<file path="config.mk">
export PLATFORM = sky130hd
export DESIGN_NAME = two_to_four_decoder
export DESIGN_NICKNAME = d
export VERILOG_FILES = /design/src/rtl/two_to_four_decoder_pkg.sv /design/src/rtl/dec_onehot_core.sv /design/src/rtl/two_to_four_decoder.sv
export SDC_FILE = /design/constraint.sdc
export NUM_CORES = 1
export LEC_CHECK = 0
export CAP_MARGIN = 25
export CORE_AREA = 2 2 39 41
export DETAILED_ROUTE_END_ITERATION = 7
export DIE_AREA = 0 0 41 43
export DONT_BUFFER_PORTS = 1
export GPL_TIMING_DRIVEN = 0
export SLEW_MARGIN = 30
export SYNTH_ARGS = -nofsm -noshare
export SYNTH_HDL_FRONTEND = slang
export SYNTH_SLANG_ARGS = --single-unit
</file>
<file path="constraint.sdc">
create_clock -name clk -period 1.5 [get_ports clk]
set_clock_uncertainty 0.15 [all_clocks]
set_input_delay 0.3 -clock clk [delete_from_list [all_inputs] [get_ports clk]]
set_output_delay 0.3 -clock clk [all_outputs]
set_load 0.005 [all_outputs]
</file>
<file path="src/rtl/two_to_four_decoder_pkg.sv">
// Shared widths, types and polarity helper for the two_to_four_decoder block.
package two_to_four_decoder_pkg;

  localparam int SEL_W_DEF = 2;
  localparam int OUT_W_DEF = 4;

  typedef logic [SEL_W_DEF-1:0] sel_t;
  typedef logic [OUT_W_DEF-1:0] onehot_t;

  // Pattern driven on b when no line is selected; also the polarity XOR mask.
  function automatic onehot_t inactive_pattern(input bit active_low);
    return active_low ? '1 : '0;
  endfunction

endpackage

</file>
<file path="src/rtl/dec_onehot_core.sv">
// Combinational SEL_W -> 2**SEL_W one-hot decode gated by en; zero latency.
// No flow control: output follows inputs continuously.
module dec_onehot_core #(
  parameter int SEL_W = 2
) (
  input  logic [SEL_W-1:0]      a,
  input  logic                  en,
  output logic [(1<<SEL_W)-1:0] y
);

  always_comb begin
    y = '0;
    if (en) y[a] = 1'b1;
  end

endmodule

</file>
<file path="src/rtl/two_to_four_decoder.sv">
// Registered 2-to-4 decoder with enable; one-clock latency, no backpressure (accepts every cycle).
// Optional one-hot checker output err and assertions under TWO_TO_FOUR_DECODER_ONEHOT_CHECK_EN.
module two_to_four_decoder
  import two_to_four_decoder_pkg::*;
#(
  parameter int SEL_W          = SEL_W_DEF,
  parameter int ACTIVE_LOW_OUT = 0
) (
  input  logic                  clk,
  input  logic                  rst_n,
  input  logic [SEL_W-1:0]      a,
  input  logic                  en,
  output logic [(1<<SEL_W)-1:0] b,
  output logic                  vld
`ifdef TWO_TO_FOUR_DECODER_ONEHOT_CHECK_EN
  ,
  output logic                  err
`endif
);

  localparam int OUT_W = 1 << SEL_W;
  localparam onehot_t INACT_DEF = inactive_pattern(ACTIVE_LOW_OUT != 0);
  localparam logic [OUT_W-1:0] INACTIVE = {OUT_W{INACT_DEF[0]}};

  logic [OUT_W-1:0] dec;
  logic [OUT_W-1:0] b_d;
  logic [OUT_W-1:0] b_q;
  logic             vld_q;

  dec_onehot_core #(.SEL_W(SEL_W)) u_core (
    .a  (a),
    .en (en),
    .y  (dec)
  );

  // Inverting against the inactive pattern applies the output polarity.
  assign b_d = dec ^ INACTIVE;

  always_ff @(posedge clk) begin
    if (!rst_n) begin
      b_q   <= INACTIVE;
      vld_q <= 1'b0;
    end else begin
      b_q   <= b_d;
      vld_q <= en;
    end
  end

  assign b   = b_q;
  assign vld = vld_q;

`ifdef TWO_TO_FOUR_DECODER_ONEHOT_CHECK_EN
  logic [OUT_W-1:0] b_act;
  logic             onehot;
  logic             err_d;
  logic             err_q;

  assign b_act  = b_q ^ INACTIVE;
  assign onehot = (b_act != '0) && ((b_act & (b_act - 1'b1)) == '0);
  assign err_d  = vld_q ? !onehot : (b_act != '0);

  always_ff @(posedge clk) begin
    if (!rst_n) err_q <= 1'b0;
    else        err_q <= err_d;
  end

  assign err = err_q;

  a_live_onehot: assert property (@(posedge clk) disable iff (!rst_n) vld_q |-> onehot);
  a_idle_clear:  assert property (@(posedge clk) disable iff (!rst_n) !vld_q |-> (b_act == '0));
`endif

endmodule

</file>
# ---- Yosys cells after proc, flatten, opt, wreduce, memory -nomap -nowiden
# Index checks and enable logic that the tools add are counted.
dict set report op_classes {
  order_cmp 2
  reduce_logical 2
  muxes 2
}
# operator count
set ops {}
lappend ops {{less-than comparator 2 x 3 -> 1 bit (second input constant)} 1}
lappend ops {{demux 1 bit (select 2 bit)} 1}
lappend ops {{greater-or-equal comparator 2 x 1 -> 1 bit (second input constant)} 1}
lappend ops {{AND reduction 2 bit} 1}
lappend ops {{logical AND 1 bit} 1}
lappend ops {{2-to-1 mux 1 bit} 1}
dict set report word_totals {
  in_bits 5
  out_inout_bits 5
  regBits 5
  elab_cells 8
}

# ---- Logic depth before layout (Yosys ltp)
# Gate-level depths: netlist of run 1.
dict set report logic_depth {
  depth_word 4
  depth_mapped 1
  depth_no_buf 1
}

# ---- Hierarchy
# Synthesis of run 1 repeated with hierarchy kept, for this count alone.
dict set report unflattened {
  cells_unflattened 14
  hier_area_um2 168.9
}
# mod cells_per_inst seq_area_each_um2 area_per_inst_um2 instances
set by_module_without_submodules {}
lappend by_module_without_submodules {two_to_four_decoder 10 100.1 131.4 1}
lappend by_module_without_submodules {dec_onehot_core 4 0.0 37.5 1}

# ---- Worst setup path after synthesis of run 1
# OpenSTA, ideal clock, no wires.
dict set report synth_path {
  kind {flip-flop to output port}
  startpoint {register b_q[0], in the netlist b[0]}
  endpoint {output port b[0]}
  path_stages_with_launch 1
  required_ns 1.050
  slack_ns 0.752
  arrival_time_ns 0.298
  path_buffers 0
  path_cell_list {dfxtp_1}
}
# item line_no
set synth_rtl {}
lappend synth_rtl {{from (decl)} two_to_four_decoder.sv:27} ;# logic [OUT_W-1:0] b_q;
lappend synth_rtl {{from (signal assigned)} two_to_four_decoder.sv:41} ;# b_q <= INACTIVE;
lappend synth_rtl {{from (signal assigned)} two_to_four_decoder.sv:44} ;# b_q <= b_d;
lappend synth_rtl {{to (decl)} two_to_four_decoder.sv:13} ;# output logic [(1<<SEL_W)-1:0] b,
# No word-level cell between the ends.

# ---- Worst setup path after layout of run 1
dict set report layout_path {
  startpoint {register vld_q, in the netlist vld}
  endpoint {output port vld}
}
# item line_no
set layout_rtl {}
lappend layout_rtl {{from (decl)} two_to_four_decoder.sv:28} ;# logic vld_q;
lappend layout_rtl {{from (signal assigned)} two_to_four_decoder.sv:45} ;# vld_q <= en;
lappend layout_rtl {{to (decl)} two_to_four_decoder.sv:14} ;# output logic vld
# No word-level cell between the ends.

==> impl_metrics.toml, run 1 <==
[route]
wl_per_cell_microns = 10.4
initialDrtViolationCount = 2
ant_nets = 0
viasPerCell = 3.37
wl_microns = 311
first_pass_iters = 2
via_count = 101
drc = 0

[yosys]
yosys.area_share.simple = 0.322
synth_area_sq_um = 148
synth_adder_area_share = 0
synth_warnings = 0
synth_seq_area_share = 0.678
synthesis.nets = 15
postSynthAreaPerCell_sq_um = 14.8
yosys.area.top_type = "dfxtp_1"
yosys.cell_types.count = 5
synth_edf_count = 0
synthArstFlopShare = 0
synth_top_area_share = 0.678
synthTopCellsByArea = "dfxtp_1 68%, and4b_1 14%, and4bb_1 8.5%"
synth.most_common_cell = "dfxtp_1"
synthXorXnorAreaFrac = 0
synth_compound_area_frac = 0
synthTopCellsByCount = "5 x dfxtp_1, 2 x and4b_1, 1 x and2_1, 1 x and4_1, 1 x and4bb_1"
syn_inst = 10
synth_top_family_by_area = "simple AND/OR/NAND/NOR gates"
synthMuxAreaShare = 0
ys.flop_type = "dfxtp_1"
ys_seq_elements = 5

[critical_path]
worst_ep_required_time_ns = 1.05
critPathMaxFanout = 1
start_kind = "flop"
endpoint_kind = "output pin"
crit_type = "flop to output pin"
cp_data_arrival_time_ns = 0.57

[timing]
slew_headroom = 0.944
drv_slew = 0
timing.hold.ws_ns = 0.0301
hold_viol_final = 0
setup_violations = 0
fin_crit_sh = 0.681
fmax_ghz = 0.979
final.setup.worst_slack_ns = 0.478
tns_ns = 0
worst_pin_slew_ns = 0.0836
rsz0062_at_grt = "no"
period_needed_ns = 1.02

[outcome]
status = "finished, final reports clean"

[clocking]
clock_sinks = 5
clk_pin_slew_ns = 0.04
cts_setup_buffers = 0
postCtsHoldBufs = 0
cts_root_buf = "clkbuf_4"
cts_resized = 0
cts_buffers = 3
cts_max_path_buffers = 2
h-tree-depth = 1
cts_tree = "done"

[die]
core_sq_um = 1380
initial_core_util = 0.107
placementRows = 14
dieArea_sq_um = 1760
die_w_microns = 41
die_y_microns = 43
io_pins = 10

[power_and_ir_drop]
powerDensity_nw_per_um2 = 1550
ir_drop_mv = 0.398
totalPowerFinal_mw = 0.301
power.leakage_nw = 0.0806

[finish]
final_layout_size_suffix_gt1_frac = 0.214
fill_cells = 145
final_cells = 30
syn_to_final_growth_pct = 31.4
design_area_sq_um = 194
diodes = 0
num-nets-final = 20
fin_util = 0.140

[worst_hold_path]
hold_depth = 1
min_path_type = "primary input to flop"
min-delay-start = "en"
hold_end = "vld"

[global_routing]
grt_max_degree = 6
grt_pass1_wl_microns = 448
antenna_found_initial = 0
gr-total-overflow = 0
grt_usage = 0.0513
first_global_vias = 102

[job]
drv_cap = 0

[placed_design]
dpl_cell_area_sq_um = 168
place_congestion = 0.603
dp_cells = 26
dp_slack_ns = 0.730
port_buffers = 0
-- logic make-up after synthesis --
family        after synthesis
flops                       5
simple gates                5
-- layout make-up --
cell class              count  area, sq um  share of cell area
clock buffers               4         26.3               0.135
multi-input cells           5         47.5               0.245
flip-flops and latches      5          100               0.516
well taps                  16         20.0               0.103
-- report_power, final --
group | switching (mW) | internal, mW | leakage, nW
combinational | 0.000983 | 0.00351 | 0.0247
clock | 0.0561 | 0.101 | 0.0150
sequential | 0.00231 | 0.138 | 0.0409
total | 0.0593 | 0.242 | 0.0806
-- placed cells by master (no fill, tap or decap) --
| master | instances |
|---|---|
| and2_1 | 1 |
| clkbuf_4 | 3 |
| dfxtp_1 | 5 |
| and4bb_1 | 1 |
| clkbuf_1 | 1 |
| and4_1 | 1 |
| and4b_1 | 2 |
-- state kept, by name (all words and copies together), names as in the netlist --
signal / flops
b: 4
vld: 1
-- worst max path at each step --
stage / from / end / slack [ns] / cells after the start
floorplan: b[0] / b[0] / 0.75 / 0
global placement: b[2] / b[2] / 0.73 / 0
detailed placement: b[2] / b[2] / 0.73 / 0
CTS: b[2] / b[2] / 0.46 / 0
global route: vld / vld / 0.44 / 0
finish: vld / vld / 0.48 / 0
-- metal layers --
metal / vias to the layer above / wire [microns] / GRT usage
li1: 47 / - / -
met3: 2 / 136 / 0.120
met1: 38 / 114 / 0.0453
met2: 14 / 56 / 0.0250
met4: 0 / 4 / 0.0400
met5: - / 0 / 0
No activity file was read; power rests on OpenSTA's default activity.
==> inputs of run 2 (changes only) <==
==> constraint.sdc (replaced) <==
create_clock -name clk -period 0.95 [get_ports clk]
set_clock_uncertainty 0.15 [all_clocks]
set_input_delay 0.19 -clock clk [delete_from_list [all_inputs] [get_ports clk]]
set_output_delay 0.19 -clock clk [all_outputs]
set_load 0.005 [all_outputs]
==> run 2 against run 1 <==
Compared with the run above:
- the run now ends with setup timing left
- highest routed layer unchanged
- worst setup slack worse by 0.48 ns
- cell area is 32% higher
- utilization is 4.5 points higher
==> impl_metrics.toml, run 2 (synthesized netlist as in run 1, its figures left out) <==
[critical_path]
endpoint_kind = "flop"
start_kind = "primary input"
path_buf_inv = 1
cp_data_arrival_time_ns = 0.94
slowest_delay_ns = 0.55
worst_ep_required_time_ns = 0.93
critPathTopFamily = "buffers and inverters"
cp_slowest_cell = "dlygate4sd3_1"
path_cells = "dlygate4sd3_1 > and4b_1"
crit_type = "primary input to flop"
critPathMaxFanout = 3

[global_routing]
grt_pass1_wl_microns = 538
grt_usage = 0.0573
antenna_found_initial = 0
first_global_vias = 128
grt_max_degree = 5
gr-total-overflow = 0

[placed_design]
port_buffers = 0
place_congestion = 0.603
dpl_cell_area_sq_um = 168
dp_slack_ns = 0.290

[timing]
drv_slew = 0
final.setup.worst_slack_ns = -0.000729
slew_headroom = 0.944
worst_pin_slew_ns = 0.0833
setup_violations = 1
fmax_ghz = 1.05
timing.hold.ws_ns = 0.00726
hold_viol_final = 0
period_needed_ns = 0.951
fin_crit_sh = 1.00
rsz0062_at_grt = "no"

[die]
die_w_microns = 41
placementRows = 14
io_pins = 10
core_sq_um = 1380
dieArea_sq_um = 1760
die_y_microns = 43
initial_core_util = 0.107

[route]
viasPerCell = 3.31
via_count = 119
drc = 0
wl_per_cell_microns = 10.3
ant_nets = 0
wl_microns = 371
first_pass_iters = 2
initialDrtViolationCount = 1

[clocking]
clock_sinks = 5
cts_tree = "done"
cts_root_buf = "clkbuf_4"
cts_max_path_buffers = 2
cts_buffers = 3
clk_pin_slew_ns = 0.04
h-tree-depth = 1
cts_setup_buffers = 0

[finish]
multi_input_area_sq_um = 47.5
diodes = 0
fill_cells = 146
final_layout_size_suffix_gt1_frac = 0.150
num-nets-final = 26
syn_to_final_growth_pct = 73.7
final_cell_mix = "5 x dfxtp_1, 5 x dlygate4sd3_1, 3 x clkbuf_4, 2 x and4b_1"
largest_reg_flops = 4
regArea_sq_um = 100
fin_util = 0.185
design_area_sq_um = 256

[outcome]
violations = "setup timing"
status = "finished with violations"

[power_and_ir_drop]
powerDensity_nw_per_um2 = 1950
pwr-share-comb = 0.056
ir_drop_mv = 0.381
p_sw_frac = 0.201
p_clk_frac = 0.501
p_switching_mw = 0.100
p_int_mw = 0.399
power.leakage_nw = 0.116
p_seq_frac = 0.443

[worst_hold_path]
min_path_type = "primary input to flop"

[job]
drv_cap = 0
[run 2: changes by cell type in the layout (fill, tap and decap cells not counted), sizes merged]
cell / change
dlygate4sd3: +5
dlymetal6s4s: +1
[run 2: metal layers]
layer | global-route usage | vias to the layer above | wire length (microns) | share of wire
li1 | - | 59 | - | -
met1 | 0.0516 | 48 | 174 | 0.47
met2 | 0.0375 | 10 | 91 | 0.25
met3 | 0.120 | 2 | 100 | 0.27
met4 | 0.0400 | 0 | 4 | 0.011
met5 | 0 | - | 0 | 0
[run 2: area by class of cell]
cell class                      count  share of cell area
Clock buffer                        4               0.102
Tap cell                           16              0.0780
Sequential cell                     5               0.390
Multi-Input combinational cell      5               0.185
Timing Repair Buffer                6               0.244
[run 2: power groups by stage]
stage,Clock [mW],Combinational [mW],Sequential (mW)
2_1_floorplan,0,0.00633,0.224
3_3_place_gp,0,0.00681,0.225
3_5_place_dp,0,0.00710,0.225
4_1_cts,0.260,0.0253,0.221
5_1_grt,0.279,0.0301,0.221
6_report,0.250,0.0280,0.221
[run 2: final timing paths]
check	endpoint	cells after the start	startpoint	slack, ns
max	b[2]	2	a[1]	-0.0007
min	b[0]	1	en	0.007
[run 2: what timing repair did]
| item | 4_1_cts | 5_1_grt |
|---|---|---|
| endpoints found under the setup margin | 0 | 2 |
| resized for setup | 0 | 1 |
| hold buffers | 6 | 1 |
| endpoints found under the hold margin | 4 | 1 |
[run 2: per-stage QoR]
stage / cells / power (mW) / TNS [ns]
5_1_grt: 36 / 0.530 / 0
6_report: 36 / 0.499 / -0.000729
3_3_place_gp: 26 / 0.232 / 0
4_1_cts: 36 / 0.506 / 0
2_1_floorplan: 10 / 0.230 / 0
3_5_place_dp: 26 / 0.232 / 0
